File: config.mk
export PLATFORM = sky130hd
export DESIGN_NAME = fetch_stage
export DESIGN_NICKNAME = d
export VERILOG_FILES = /design/src/rtl/fetch_stage.sv
export SDC_FILE = /design/constraint.sdc
export NUM_CORES = 1
export LEC_CHECK = 0
export ABC_AREA = 0
export BUFFER_PORTS_ARGS = -buffer_cell sky130_fd_sc_hd__buf_2
export CORE_UTILIZATION = 48
export CTS_CLUSTER_DIAMETER = 120
export DETAILED_ROUTE_END_ITERATION = 6
export PLACE_DENSITY_LB_ADDON = 0.15
export SLEW_MARGIN = 25
export SYNTH_ARGS = -nofsm -noshare
export SYNTH_HDL_FRONTEND = slang
export SYNTH_SLANG_ARGS = --single-unit
File: constraint.sdc
create_clock -name clk -period 2.3 [get_ports clk]
set_input_delay 0.345 -clock clk [delete_from_list [all_inputs] [get_ports clk]]
set_output_delay 0.345 -clock clk [all_outputs]
set_load 0.1 [all_outputs]
File: src/rtl/fetch_stage.sv
// rtl/fetch_stage.sv - instruction fetch stage with IF/ID register, 1-entry skid and redirect flush.
// Optional performance counters are enabled with FETCH_PERF_CNT_EN.
module fetch_stage #(
  parameter logic [31:0] RESET_PC = 32'h0000_0000
) (
  input  logic        clk,
  input  logic        reset_n,
  output logic        imem_req,
  output logic [31:0] imem_addr,
  input  logic        imem_rvalid,
  input  logic [31:0] imem_rdata,
  input  logic        redirect_valid,
  input  logic [31:0] redirect_target,
  output logic        id_valid,
  input  logic        id_ready,
  output logic [31:0] id_instr,
  output logic [5:0]  id_opcode,
  output logic [31:0] id_pcplus4
`ifdef FETCH_PERF_CNT_EN
  ,
  output logic [31:0] perf_fetched,
  output logic [31:0] perf_stall
`endif
);

  typedef enum logic [1:0] {S_IDLE, S_WAIT, S_STALL, S_DROP} state_e;

  state_e      state_q, state_d;
  logic [31:0] pc_q, pc_d;
  logic        id_valid_q, id_valid_d;
  logic [31:0] id_instr_q, id_instr_d;
  logic [31:0] id_pcplus4_q, id_pcplus4_d;
  logic [31:0] skid_instr_q, skid_instr_d;
  logic [31:0] skid_pcplus4_q, skid_pcplus4_d;
  logic        fetch_ok;
  logic [31:0] pc_plus4;

  assign pc_plus4 = pc_q + 32'd4;

  always_comb begin
    state_d        = state_q;
    pc_d           = pc_q;
    id_valid_d     = id_valid_q;
    id_instr_d     = id_instr_q;
    id_pcplus4_d   = id_pcplus4_q;
    skid_instr_d   = skid_instr_q;
    skid_pcplus4_d = skid_pcplus4_q;
    fetch_ok       = 1'b0;
    if (id_valid_q && id_ready) id_valid_d = 1'b0;

    if (redirect_valid) begin
      pc_d       = redirect_target;
      id_valid_d = 1'b0;
      // A request still awaiting its response must be drained before a new one issues.
      case (state_q)
        S_WAIT, S_DROP: state_d = imem_rvalid ? S_WAIT : S_DROP;
        default:        state_d = S_WAIT;
      endcase
    end else begin
      case (state_q)
        S_IDLE: state_d = S_WAIT;
        S_WAIT: begin
          if (imem_rvalid) begin
            fetch_ok = 1'b1;
            pc_d     = pc_plus4;
            if (!id_valid_q || id_ready) begin
              id_instr_d   = imem_rdata;
              id_pcplus4_d = pc_plus4;
              id_valid_d   = 1'b1;
            end else begin
              skid_instr_d   = imem_rdata;
              skid_pcplus4_d = pc_plus4;
              state_d        = S_STALL;
            end
          end
        end
        S_STALL: begin
          if (id_ready) begin
            id_instr_d   = skid_instr_q;
            id_pcplus4_d = skid_pcplus4_q;
            id_valid_d   = 1'b1;
            state_d      = S_WAIT;
          end
        end
        S_DROP: if (imem_rvalid) state_d = S_WAIT;
        default: state_d = S_IDLE;
      endcase
    end
  end

  always_ff @(posedge clk or negedge reset_n) begin
    if (!reset_n) begin
      state_q        <= S_IDLE;
      pc_q           <= RESET_PC;
      id_valid_q     <= 1'b0;
      id_instr_q     <= 32'd0;
      id_pcplus4_q   <= 32'd0;
      skid_instr_q   <= 32'd0;
      skid_pcplus4_q <= 32'd0;
    end else begin
      state_q        <= state_d;
      pc_q           <= pc_d;
      id_valid_q     <= id_valid_d;
      id_instr_q     <= id_instr_d;
      id_pcplus4_q   <= id_pcplus4_d;
      skid_instr_q   <= skid_instr_d;
      skid_pcplus4_q <= skid_pcplus4_d;
    end
  end

  assign imem_req   = (state_q == S_WAIT);
  assign imem_addr  = pc_q;
  assign id_valid   = id_valid_q;
  assign id_instr   = id_instr_q;
  assign id_opcode  = id_instr_q[31:26];
  assign id_pcplus4 = id_pcplus4_q;

`ifdef FETCH_PERF_CNT_EN
  logic [31:0] perf_fetched_q, perf_stall_q;

  always_ff @(posedge clk or negedge reset_n) begin
    if (!reset_n) begin
      perf_fetched_q <= 32'd0;
      perf_stall_q   <= 32'd0;
    end else begin
      if (fetch_ok) perf_fetched_q <= perf_fetched_q + 32'd1;
      if (id_valid_q && !id_ready) perf_stall_q <= perf_stall_q + 32'd1;
    end
  end

  assign perf_fetched = perf_fetched_q;
  assign perf_stall   = perf_stall_q;
`else
  logic unused_fetch_ok;
  assign unused_fetch_ok = fetch_ok;
`endif

endmodule
==> run summary, run 1 <==
outcome = finished, final reports clean
detailed-route wire length = 18500 µm
Die W = 130 µm
drc violations = 0
number of global-route vias before repair = 5762
type of element capturing the critical path = register
transition at the pin with the smallest max-transition slack = 568 ps
Finish-stage setup viols = 0
first-pass GRT wire length = 29900 µm
cts bufs inserted = 17
DP Wirelength = 12800 µm
Buf/Inv on CP = 0
CP Depth = 6
synthesis-to-finish area growth = 23.1%
power density over cell area = 1620 nW/µm²
Root Buffer = sky130_fd_sc_hd__clkbuf_16
CTS tree = yes
crit share post-route = 0.885
critical path launch point type = register
final count of pins violating max slew = 0
GR Util All Layers = 0.231
data required time at the worst endpoint = 2600 ps
Net Count, Synth = 916
final standard cell area without fillers = 9600 µm²
category of cells accounting for the largest share of critical-path delay = simple AND/OR/NAND/NOR gates
most numerous cell in the Yosys netlist = sky130_fd_sc_hd__nand2_1
smallest hold slack = 132 ps
starting utilization of the core area = 0.491
area share of the largest cell type after synthesis = 0.523
longest individual stage delay on the worst path = 430 ps
IO Pins = 173
time the final worst path needs with I/O delays and setup = 2040 ps
overall via count from detail_route = 6260
number of enable-type register cells in the synthesized netlist = 0
mapped cell area = 7800 µm²
number of optimization iterations in the first detailed-route pass = 5
dominant cell type by area after synthesis = sky130_fd_sc_hd__dfrtp_1
Post-Syn Instances = 843
floorplan die area = 16800 µm²
timing endpoint of the critical path = id_pcplus4[24]$_DFFE_PN0P_
master of the slowest instance on the critical path = sky130_fd_sc_hd__or3_1
largest net degree at the start of global routing = 87
setup bufs post-CTS = 0
worst flop-to-flop path startpoint = imem_addr[2]$_DFFE_PN0P_
count of synthesis-stage warnings from yosys = 0
Post-DP Area = 8950 µm²
register-to-register setup slack = 260 ps
initial antenna violation count = 0
LEAKAGE = 4.53 nW
antenna-violating nets left = 0
capture point of the worst reg-to-reg path = id_pcplus4[24]$_DFFE_PN0P_
final hold violations = 0
worst-case headroom to the max-slew limit = 0.622
clock transition at the registers of the reported paths = 60 ps
CTS H-tree lvls = 4
post-synth cell types = 52
worst endpoint data arrival time = 2340 ps
most frequent cells after synthesis = sky130_fd_sc_hd__nand2_1 (248), sky130_fd_sc_hd__dfrtp_1 (163), sky130_fd_sc_hd__o21ai_0 (90)
routability-driven placement congestion ratio = 0.838
Register-to-Register Path Depth = 6
number of nets in the layout = 1068
post-synthesis register bit count = 163
total gr overflow = 0
number of vias per cell after detailed routing = 5.11
Antenna Diode Count = 0
maximum fanout along the worst path = 6
worst hold path type = in -> reg
sum of internal, switching and leakage power = 15.6 mW
Core Box Area = 15900 µm²
top cells by area in the synthesized netlist = sky130_fd_sc_hd__dfrtp_1 (52%), sky130_fd_sc_hd__nand2_1 (12%), sky130_fd_sc_hd__o21ai_0 (5.8%)
Wirelength per Cell = 15.1 µm
Die Y-Extent = 130 µm
worst setup skew after layout = 6.14 ps
Iteration-0 DRC Markers = 447
startpoint-to-endpoint class of the critical path = reg -> reg
mean post-synth cell area = 9.26 µm²
standard-cell rows = 46
cell-by-cell trace of the critical path = ha_1 -> nand4_4 -> or3_1 -> o31a_1 -> nor3_1 -> o21ai_1
setup repair after global routing missed its margin = false
share of flip-flops with an asynchronous set or reset after synthesis = 1.00
part of the Yosys area used for sequential elements = 0.523
post-route setup TNS = 0 ps
layout cell share with drive strength beyond 1 = 0.263
Max-cap violations = 0
VDD IR-drop max = 0.00100 V
Post-CTS Resized = 0
number of port buffers = 172
clk sinks = 163
clock latency at the later pin of the worst-skew pair = 420 ps
achievable frequency = 491 MHz
CTS Buffer Depth = 2
CP Launch Point = imem_addr[2]$_DFFE_PN0P_
Synth Flop Type = sky130_fd_sc_hd__dfrtp_1
metal layers:
metal / global-route usage / vias to the layer above / routed length [µm]
met5: 0 / - / 0
met1: 0.323 / 2946 / 8730
met2: 0.366 / 150 / 8770
met4: 0.0698 / 0 / 210
li1: - / 3147 / -
met3: 0.0413 / 17 / 817
cells by family (layout without fill, tap and decap cells):
| logic type | after synthesis | in the layout | share of synthesized area |
|---|---|---|---|
| xor+xnor | 50 | 50 | 0.0561 |
| mux | 44 | 44 | 0.0572 |
| flops | 163 | 163 | 0.523 |
| simple gates | 375 | 375 | 0.217 |
| buf+inv | 68 | 233 | 0.0399 |
| fa+ha+maj | 4 | 4 | 0.00641 |
| compound gates | 139 | 139 | 0.101 |
through the flow:
| stage | setup slack (ps) | cells | utilization |
|---|---|---|---|
| 2_1_floorplan | 2.39 | 843 | - |
| 3_3_place_gp | 296 | 1191 | 0.563 |
| 3_5_place_dp | 271 | 1191 | 0.563 |
| 4_1_cts | 262 | 1224 | 0.605 |
| 5_1_grt | 120 | 1224 | 0.605 |
| 6_report | 264 | 1224 | 0.605 |
worst min-delay path: cells and delay by family:
| kind | cells | cell delay, ps |
|---|---|---|
| AND/OR/NAND/NOR | 2 | 90 |
| buffers and inverters | 1 | 80 |
where the power goes:
part / internal [mW] / total [mW] / leakage [nW] / switching, mW
registers: 3.95 / 4.63 / 2.05 / 0.675
logic: 1.46 / 7.91 / 2.16 / 6.45
clock network: 1.96 / 3.06 / 0.316 / 1.10
total: 7.37 / 15.6 / 4.53 / 8.22
layout make-up:
cell class                      instances  area (µm²)
Clock inverter                          8         146
Fill cell                            1421        6280
Tap cell                              216         270
Timing Repair Buffer                  194        1110
Sequential cell                       163        4100
Clock buffer                           24         502
Multi-Input combinational cell        612        3450
Inverter                                7        26.3
placed cells by master (no fill, tap or decap), types with 5 or more instances in the layout:
master / Yosys / routed
sky130_fd_sc_hd__xor2_1: 31 / 31
sky130_fd_sc_hd__dfrtp_2: 0 / 18
sky130_fd_sc_hd__nand3_1: 31 / 31
sky130_fd_sc_hd__o21ai_1: 18 / 18
sky130_fd_sc_hd__nand4_1: 14 / 14
sky130_fd_sc_hd__buf_2: 16 / 171
sky130_fd_sc_hd__buf_12: 0 / 6
sky130_fd_sc_hd__and3_1: 8 / 8
sky130_fd_sc_hd__mux2i_1: 39 / 39
sky130_fd_sc_hd__a21oi_1: 5 / 5
sky130_fd_sc_hd__clkbuf_8: 0 / 5
sky130_fd_sc_hd__mux2_2: 5 / 5
sky130_fd_sc_hd__clkbuf_16: 0 / 17
sky130_fd_sc_hd__xnor2_1: 19 / 19
sky130_fd_sc_hd__nor3_1: 15 / 15
sky130_fd_sc_hd__buf_4: 9 / 15
sky130_fd_sc_hd__nor2_1: 24 / 24
sky130_fd_sc_hd__inv_1: 7 / 7
sky130_fd_sc_hd__dfrtp_1: 163 / 145
sky130_fd_sc_hd__o211ai_1: 14 / 14
sky130_fd_sc_hd__nand2_1: 248 / 248
sky130_fd_sc_hd__o21ai_0: 90 / 90
state kept, by name (all words and copies together), names as in the netlist:
name and flops:
skid_pcplus4_q 32, id_pcplus4 32, id_instr 32, skid_instr_q 32, imem_addr 32, id_valid 1, state_q 2
how the worst min path moves through the flow:
stage	start	endpoint	slack [ps]	cells past startpoint
6_report	imem_rdata[20]	skid_instr_q[20]$_DFFE_PN0P_	130	3
5_1_grt	redirect_target[24]	imem_addr[24]$_DFFE_PN0P_	130	3
4_1_cts	imem_rdata[1]	skid_instr_q[1]$_DFFE_PN0P_	110	3
3_5_place_dp	reset_n	id_instr[3]$_DFFE_PN0P_	360	1
3_3_place_gp	reset_n	id_instr[3]$_DFFE_PN0P_	360	1
2_1_floorplan	reset_n	id_instr[0]$_DFFE_PN0P_	50	0
timing repair:
action,CTS,global route
hold buffers,1,0
endpoints found under the hold margin,54,0
setup endpoints to repair,0,0
Note: power is estimated with default switching activity, not from simulation.
==> run 2: changes to the inputs <==
==> constraint.sdc (replaced) <==
create_clock -name clk -period 2.3 [get_ports clk]
set_input_delay 0.23 -clock clk [delete_from_list [all_inputs] [get_ports clk]]
set_output_delay 0.23 -clock clk [all_outputs]
set_load 0.1 [all_outputs]
==> run summary, run 2 (synthesis gave the netlist of run 1 again) <==
cell-by-cell trace of the critical path = ha_1 -> nand4_4 -> or3_1 -> o31a_1 -> nor3_1 -> o21ai_1
number of vias per cell after detailed routing = 5.09
routability-driven placement congestion ratio = 0.835
number of nets in the layout = 1082
worst endpoint data arrival time = 2380 ps
drc violations = 0
worst hold path type = in -> reg
antenna-violating nets left = 0
longest individual stage delay on the worst path = 440 ps
data required time at the worst endpoint = 2610 ps
startpoint-to-endpoint class of the critical path = reg -> reg
power density over cell area = 1590 nW/µm²
worst setup skew after layout = 8.60 ps
detailed-route wire length = 18700 µm
first-pass GRT wire length = 30400 µm
number of port buffers = 172
Buf/Inv on CP = 0
Antenna Diode Count = 0
final hold violations = 0
start point of the worst hold path = redirect_target[16]
critical path launch point type = register
Post-CTS Resized = 0
achievable frequency = 483 MHz
clock latency at the later pin of the worst-skew pair = 430 ps
GR Util All Layers = 0.236
Wirelength per Cell = 15.1 µm
LEAKAGE = 4.55 nW
Core Box Area = 15900 µm²
IO Pins = 173
final core utilization = 0.611
crit share post-route = 0.900
overall via count from detail_route = 6301
outcome = finished, final reports clean
CTS tree = yes
worst-case headroom to the max-slew limit = 0.606
type of element capturing the critical path = register
worst flop-to-flop path startpoint = imem_addr[2]$_DFFE_PN0P_
total gr overflow = 0
most frequent cells in the layout = sky130_fd_sc_hd__nand2_1 (248), sky130_fd_sc_hd__buf_2 (171), sky130_fd_sc_hd__dfrtp_1 (145), sky130_fd_sc_hd__o21ai_0 (90), sky130_fd_sc_hd__mux2i_1 (39)
starting utilization of the core area = 0.491
DP Wirelength = 12500 µm
time the final worst path needs with I/O delays and setup = 2070 ps
CP Launch Point = imem_addr[2]$_DFFE_PN0P_
transition at the pin with the smallest max-transition slack = 591 ps
floorplan die area = 16800 µm²
synthesis-to-finish area growth = 24.3%
cts bufs inserted = 17
CTS H-tree lvls = 4
most frequent standard cell in the layout excluding fill and tap cells = sky130_fd_sc_hd__nand2_1
Iteration-0 DRC Markers = 360
clock transition at the registers of the reported paths = 60 ps
VDD IR-drop max = 0.00102 V
largest net degree at the start of global routing = 70
final count of pins violating max slew = 0
setup repair after global routing missed its margin = false
number of global-route vias before repair = 5946
post-route setup TNS = 0 ps
category of cells accounting for the largest share of critical-path delay = simple AND/OR/NAND/NOR gates
Finish-stage setup viols = 0
Root Buffer = sky130_fd_sc_hd__clkbuf_16
CTS Buffer Depth = 2
Die Y-Extent = 130 µm
Die W = 130 µm
layout cell share with drive strength beyond 1 = 0.258
initial antenna violation count = 0
master of the slowest instance on the critical path = sky130_fd_sc_hd__or3_1
standard-cell rows = 46
number of optimization iterations in the first detailed-route pass = 4
maximum fanout along the worst path = 6
clk sinks = 163
Max-cap violations = 0
run 2: layout make-up:
cell class,instances,area (µm²)
Fill cell,1413,6180
Tap cell,216,270
Clock inverter,12,156
Sequential cell,163,4100
Timing Repair Buffer,208,1250
Inverter,7,26.3
Multi-Input combinational cell,612,3450
Clock buffer,20,447
run 2: worst min-delay path: cells and delay by family:
family	cells	cell delay (ps)
AOI/OAI and AO/OA	1	50
buffers and inverters	1	70
and+or+nand+nor	1	40
run 2: metrics by stage:
step | power (mW) | hold WS [ps] | cell area [µm²] | cells | worst slack, ps
after CTS | 15.6 | 0.134 | 9700 | 1238 | 227
after detailed placement | 12.6 | 259 | 8940 | 1190 | 245
after global routing | 16.3 | 12.4 | 9700 | 1238 | 58.0
final | 15.5 | 7.08 | 9700 | 1238 | 231
after floorplan | 11.2 | -65.6 | 7840 | 843 | 2.39
after global placement | 12.5 | 261 | 8940 | 1190 | 274
run 2: power by group:
part	switching (mW)	leakage [nW]	internal, mW
registers	0.672	2.05	3.95
clock network	1.16	0.283	1.74
logic	6.46	2.21	1.47
total	8.29	4.55	7.16
run 2: final timing paths:
| kind | endpoint | slack [ps] | cells past startpoint |
|---|---|---|---|
| min in group asynchronous | id_instr[1]$_DFFE_PN0P_ | 360 | 2 |
| max | id_pcplus4[24]$_DFFE_PN0P_ | 230 | 6 |
| min | imem_addr[16]$_DFFE_PN0P_ | 7 | 3 |
| max in group asynchronous | id_pcplus4[0]$_DFFE_PN0P_ | 1220 | 3 |
| max reg2reg | id_pcplus4[24]$_DFFE_PN0P_ | 230 | 6 |
| min reg2reg | id_instr[20]$_DFFE_PN0P_ | 470 | 2 |
run 2: metal layers:
layer  vias to the layer above  routed length, µm  global-route usage
met5                         -                  0                   0
met4                         0                388              0.0910
met3                        30                862              0.0508
met2                       163               8370               0.359
met1                      2933               9040               0.330
li1                       3175                  -                   -
run 2: timing repair:
item / in CTS / in global routing
hold buffers: 16 / 0
setup buffers: 0 / 0
endpoints found under the hold margin: 73 / 0
endpoints found under the setup margin: 0 / 0
==> run 3: changes to the inputs <==
GPL_TIMING_DRIVEN = 0   (was not set)
HOLD_SLACK_MARGIN = 0.05   (was not set)
==> run summary, run 3 (synthesis gave the netlist of run 1 again) <==
outcome = finished, final reports clean
worst flop-to-flop path startpoint = state_q[1]$_DFFE_PN0P_
antenna-violating nets left = 0
power density over cell area = 1530 nW/µm²
VDD IR-drop max = 0.000869 V
number of optimization iterations in the first detailed-route pass = 5
final core utilization = 0.650
Post-DP Area = 9010 µm²
crit share post-route = 0.934
total gr overflow = 0
Antenna Diode Count = 0
routability-driven placement congestion ratio = 0.840
Die W = 130 µm
achievable frequency = 465 MHz
share of total power consumed by net switching = 0.531
largest net degree at the start of global routing = 83
standard-cell rows = 46
layout cell share with drive strength beyond 1 = 0.256
CTS H-tree lvls = 4
clk sinks = 163
cell-by-cell trace of the critical path = inv_1 -> ha_4 -> buf_2 -> nand2_1 -> or3_1 -> clkbuf_2 -> clkbuf_1 -> nand2_1 -> nand2_1
Switching Power = 8.41 mW
overall via count from detail_route = 6772
worst endpoint data arrival time = 2460 ps
longest individual stage delay on the worst path = 420 ps
critical path launch point type = register
cts bufs inserted = 17
Max-cap violations = 0
CP Launch Point = state_q[1]$_DFFE_PN0P_
transition at the pin with the smallest max-transition slack = 773 ps
clock transition at the registers of the reported paths = 60 ps
worst setup slack after layout = 151 ps
worst setup skew after layout = 5.99 ps
category of cells accounting for the largest share of critical-path delay = buffers and inverters
worst hold path type = in -> reg
first-pass GRT wire length = 33700 µm
most frequent cells in the layout = sky130_fd_sc_hd__nand2_1 (248), sky130_fd_sc_hd__buf_2 (183), sky130_fd_sc_hd__dfrtp_1 (144), sky130_fd_sc_hd__o21ai_0 (90), sky130_fd_sc_hd__dlygate4sd3_1 (63)
final standard cell area without fillers = 10300 µm²
internal portion of total power = 7.42 mW
most frequent standard cell in the layout excluding fill and tap cells = sky130_fd_sc_hd__nand2_1
number of vias per cell after detailed routing = 5.10
master of the slowest instance on the critical path = sky130_fd_sc_hd__dfrtp_1
data required time at the worst endpoint = 2610 ps
Iteration-0 DRC Markers = 360
Reg power frac = 0.291
Wirelength per Cell = 16.0 µm
startpoint-to-endpoint class of the critical path = reg -> reg
CTS Buffer Depth = 2
Root Buffer = sky130_fd_sc_hd__clkbuf_16
number of nets in the layout = 1173
clock latency at the later pin of the worst-skew pair = 430 ps
DP Wirelength = 14600 µm
setup repair after global routing missed its margin = true
synthesis-to-finish area growth = 32.4%
part of the power in combinational logic = 0.518
Core Box Area = 15900 µm²
sum of internal, switching and leakage power = 15.8 mW
number of global-route vias before repair = 6638
Die Y-Extent = 130 µm
Buf/Inv on CP = 4
time the final worst path needs with I/O delays and setup = 2150 ps
footprint of the multi-input gates = 3450 µm²
type of element capturing the critical path = register
maximum fanout along the worst path = 10
floorplan die area = 16800 µm²
filler cell count = 1345
pre-CTS worst setup slack = -246 ps
detailed-route wire length = 21200 µm
start point of the worst hold path = redirect_target[30]
Clock power frac = 0.190
Finished Layout Cells = 1329
CTS tree = yes
IO Pins = 173
final count of pins violating max slew = 0
total instance count after detailed placement = 1232
drc violations = 0
GR Util All Layers = 0.264
area taken by flip-flops and latches = 4100 µm²
initial antenna violation count = 0
Finish-stage setup viols = 0
worst-case headroom to the max-slew limit = 0.485
LEAKAGE = 4.86 nW
CP most frequent cell = sky130_fd_sc_hd__nand2_1
number of port buffers = 172
final hold violations = 0
starting utilization of the core area = 0.491
-- run 3: cell types whose count changed in the layout (fill, tap and decap cells not counted), sizes merged --
cell / change
buf: +7
bufinv: +1
clkbuf: +40
clkinv: -2
clkinvlp: -1
dlygate4sd3: +47
inv: -1
-- run 3: path summary, 6_finish.rpt --
| check | end | slack, ps | depth (start not counted) |
|---|---|---|---|
| min reg2reg | skid_instr_q[3]$_DFFE_PN0P_ | 470 | 2 |
| max | skid_instr_q[13]$_DFFE_PN0P_ | 150 | 9 |
| min | imem_addr[30]$_DFFE_PN0P_ | 100 | 3 |
| max reg2reg | skid_instr_q[13]$_DFFE_PN0P_ | 150 | 9 |
| min in group asynchronous | id_instr[3]$_DFFE_PN0P_ | 370 | 2 |
| max in group asynchronous | imem_addr[17]$_DFFE_PN0P_ | 1100 | 3 |
-- run 3: worst register-to-register path, stage by stage (launching register included) --
cell and delay, ps:
sky130_fd_sc_hd__dfrtp_1 420, sky130_fd_sc_hd__inv_1 110, sky130_fd_sc_hd__ha_4 130, sky130_fd_sc_hd__buf_2 200, sky130_fd_sc_hd__nand2_1 120, sky130_fd_sc_hd__or3_1 350
sky130_fd_sc_hd__clkbuf_2 220, sky130_fd_sc_hd__clkbuf_1 280, sky130_fd_sc_hd__nand2_1 140, sky130_fd_sc_hd__nand2_1 60
-- run 3: cell type report --
| cell class | count | area share |
|---|---|---|
| Buffer | 60 | 0.0302 |
| Clock buffer | 23 | 0.0453 |
| Timing Repair Buffer | 239 | 0.150 |
| Clock inverter | 9 | 0.0148 |
| Inverter | 7 | 0.00254 |
| Multi-Input combinational cell | 612 | 0.334 |
| Sequential cell | 163 | 0.397 |
| Tap cell | 216 | 0.0262 |
-- run 3: per-stage QoR --
| stage | hold slack (ps) | TNS, ps |
|---|---|---|
| floorplan | -65.6 | 0 |
| global placement | 437 | -275320 |
| detailed placement | 260 | -16590 |
| CTS | 78.7 | 0 |
| global route | 97.4 | -58.4 |
| finish | 95.8 | 0 |
-- run 3: what timing repair did --
item | CTS | global route
endpoints found under the hold margin | 143 | 0
buffers inserted | 2 | 1
pin swaps | 1 | 1
hold buffers | 63 | 0
setup endpoints to repair | 104 | 126
gates resized for setup | 7 | 27
-- run 3: power groups by stage --
| stage | Combinational (mW) | Sequential (mW) | Clock (mW) |
|---|---|---|---|
| global route | 8.71 | 4.73 | 3.17 |
| finish | 8.21 | 4.61 | 3.01 |
| floorplan | 2.52 | 8.69 | 0 |
| CTS | 8.20 | 4.60 | 3.05 |
| global placement | 8.01 | 4.60 | 0 |
| detailed placement | 8.09 | 4.64 | 0 |
-- run 3: layer usage --
metal | GRT usage | up-vias | wire length [µm]
li1 | - | 3349 | -
met1 | 0.344 | 3204 | 9580
met2 | 0.436 | 186 | 10100
met3 | 0.0628 | 33 | 1090
met4 | 0.0876 | 0 | 433
met5 | 0 | - | 0
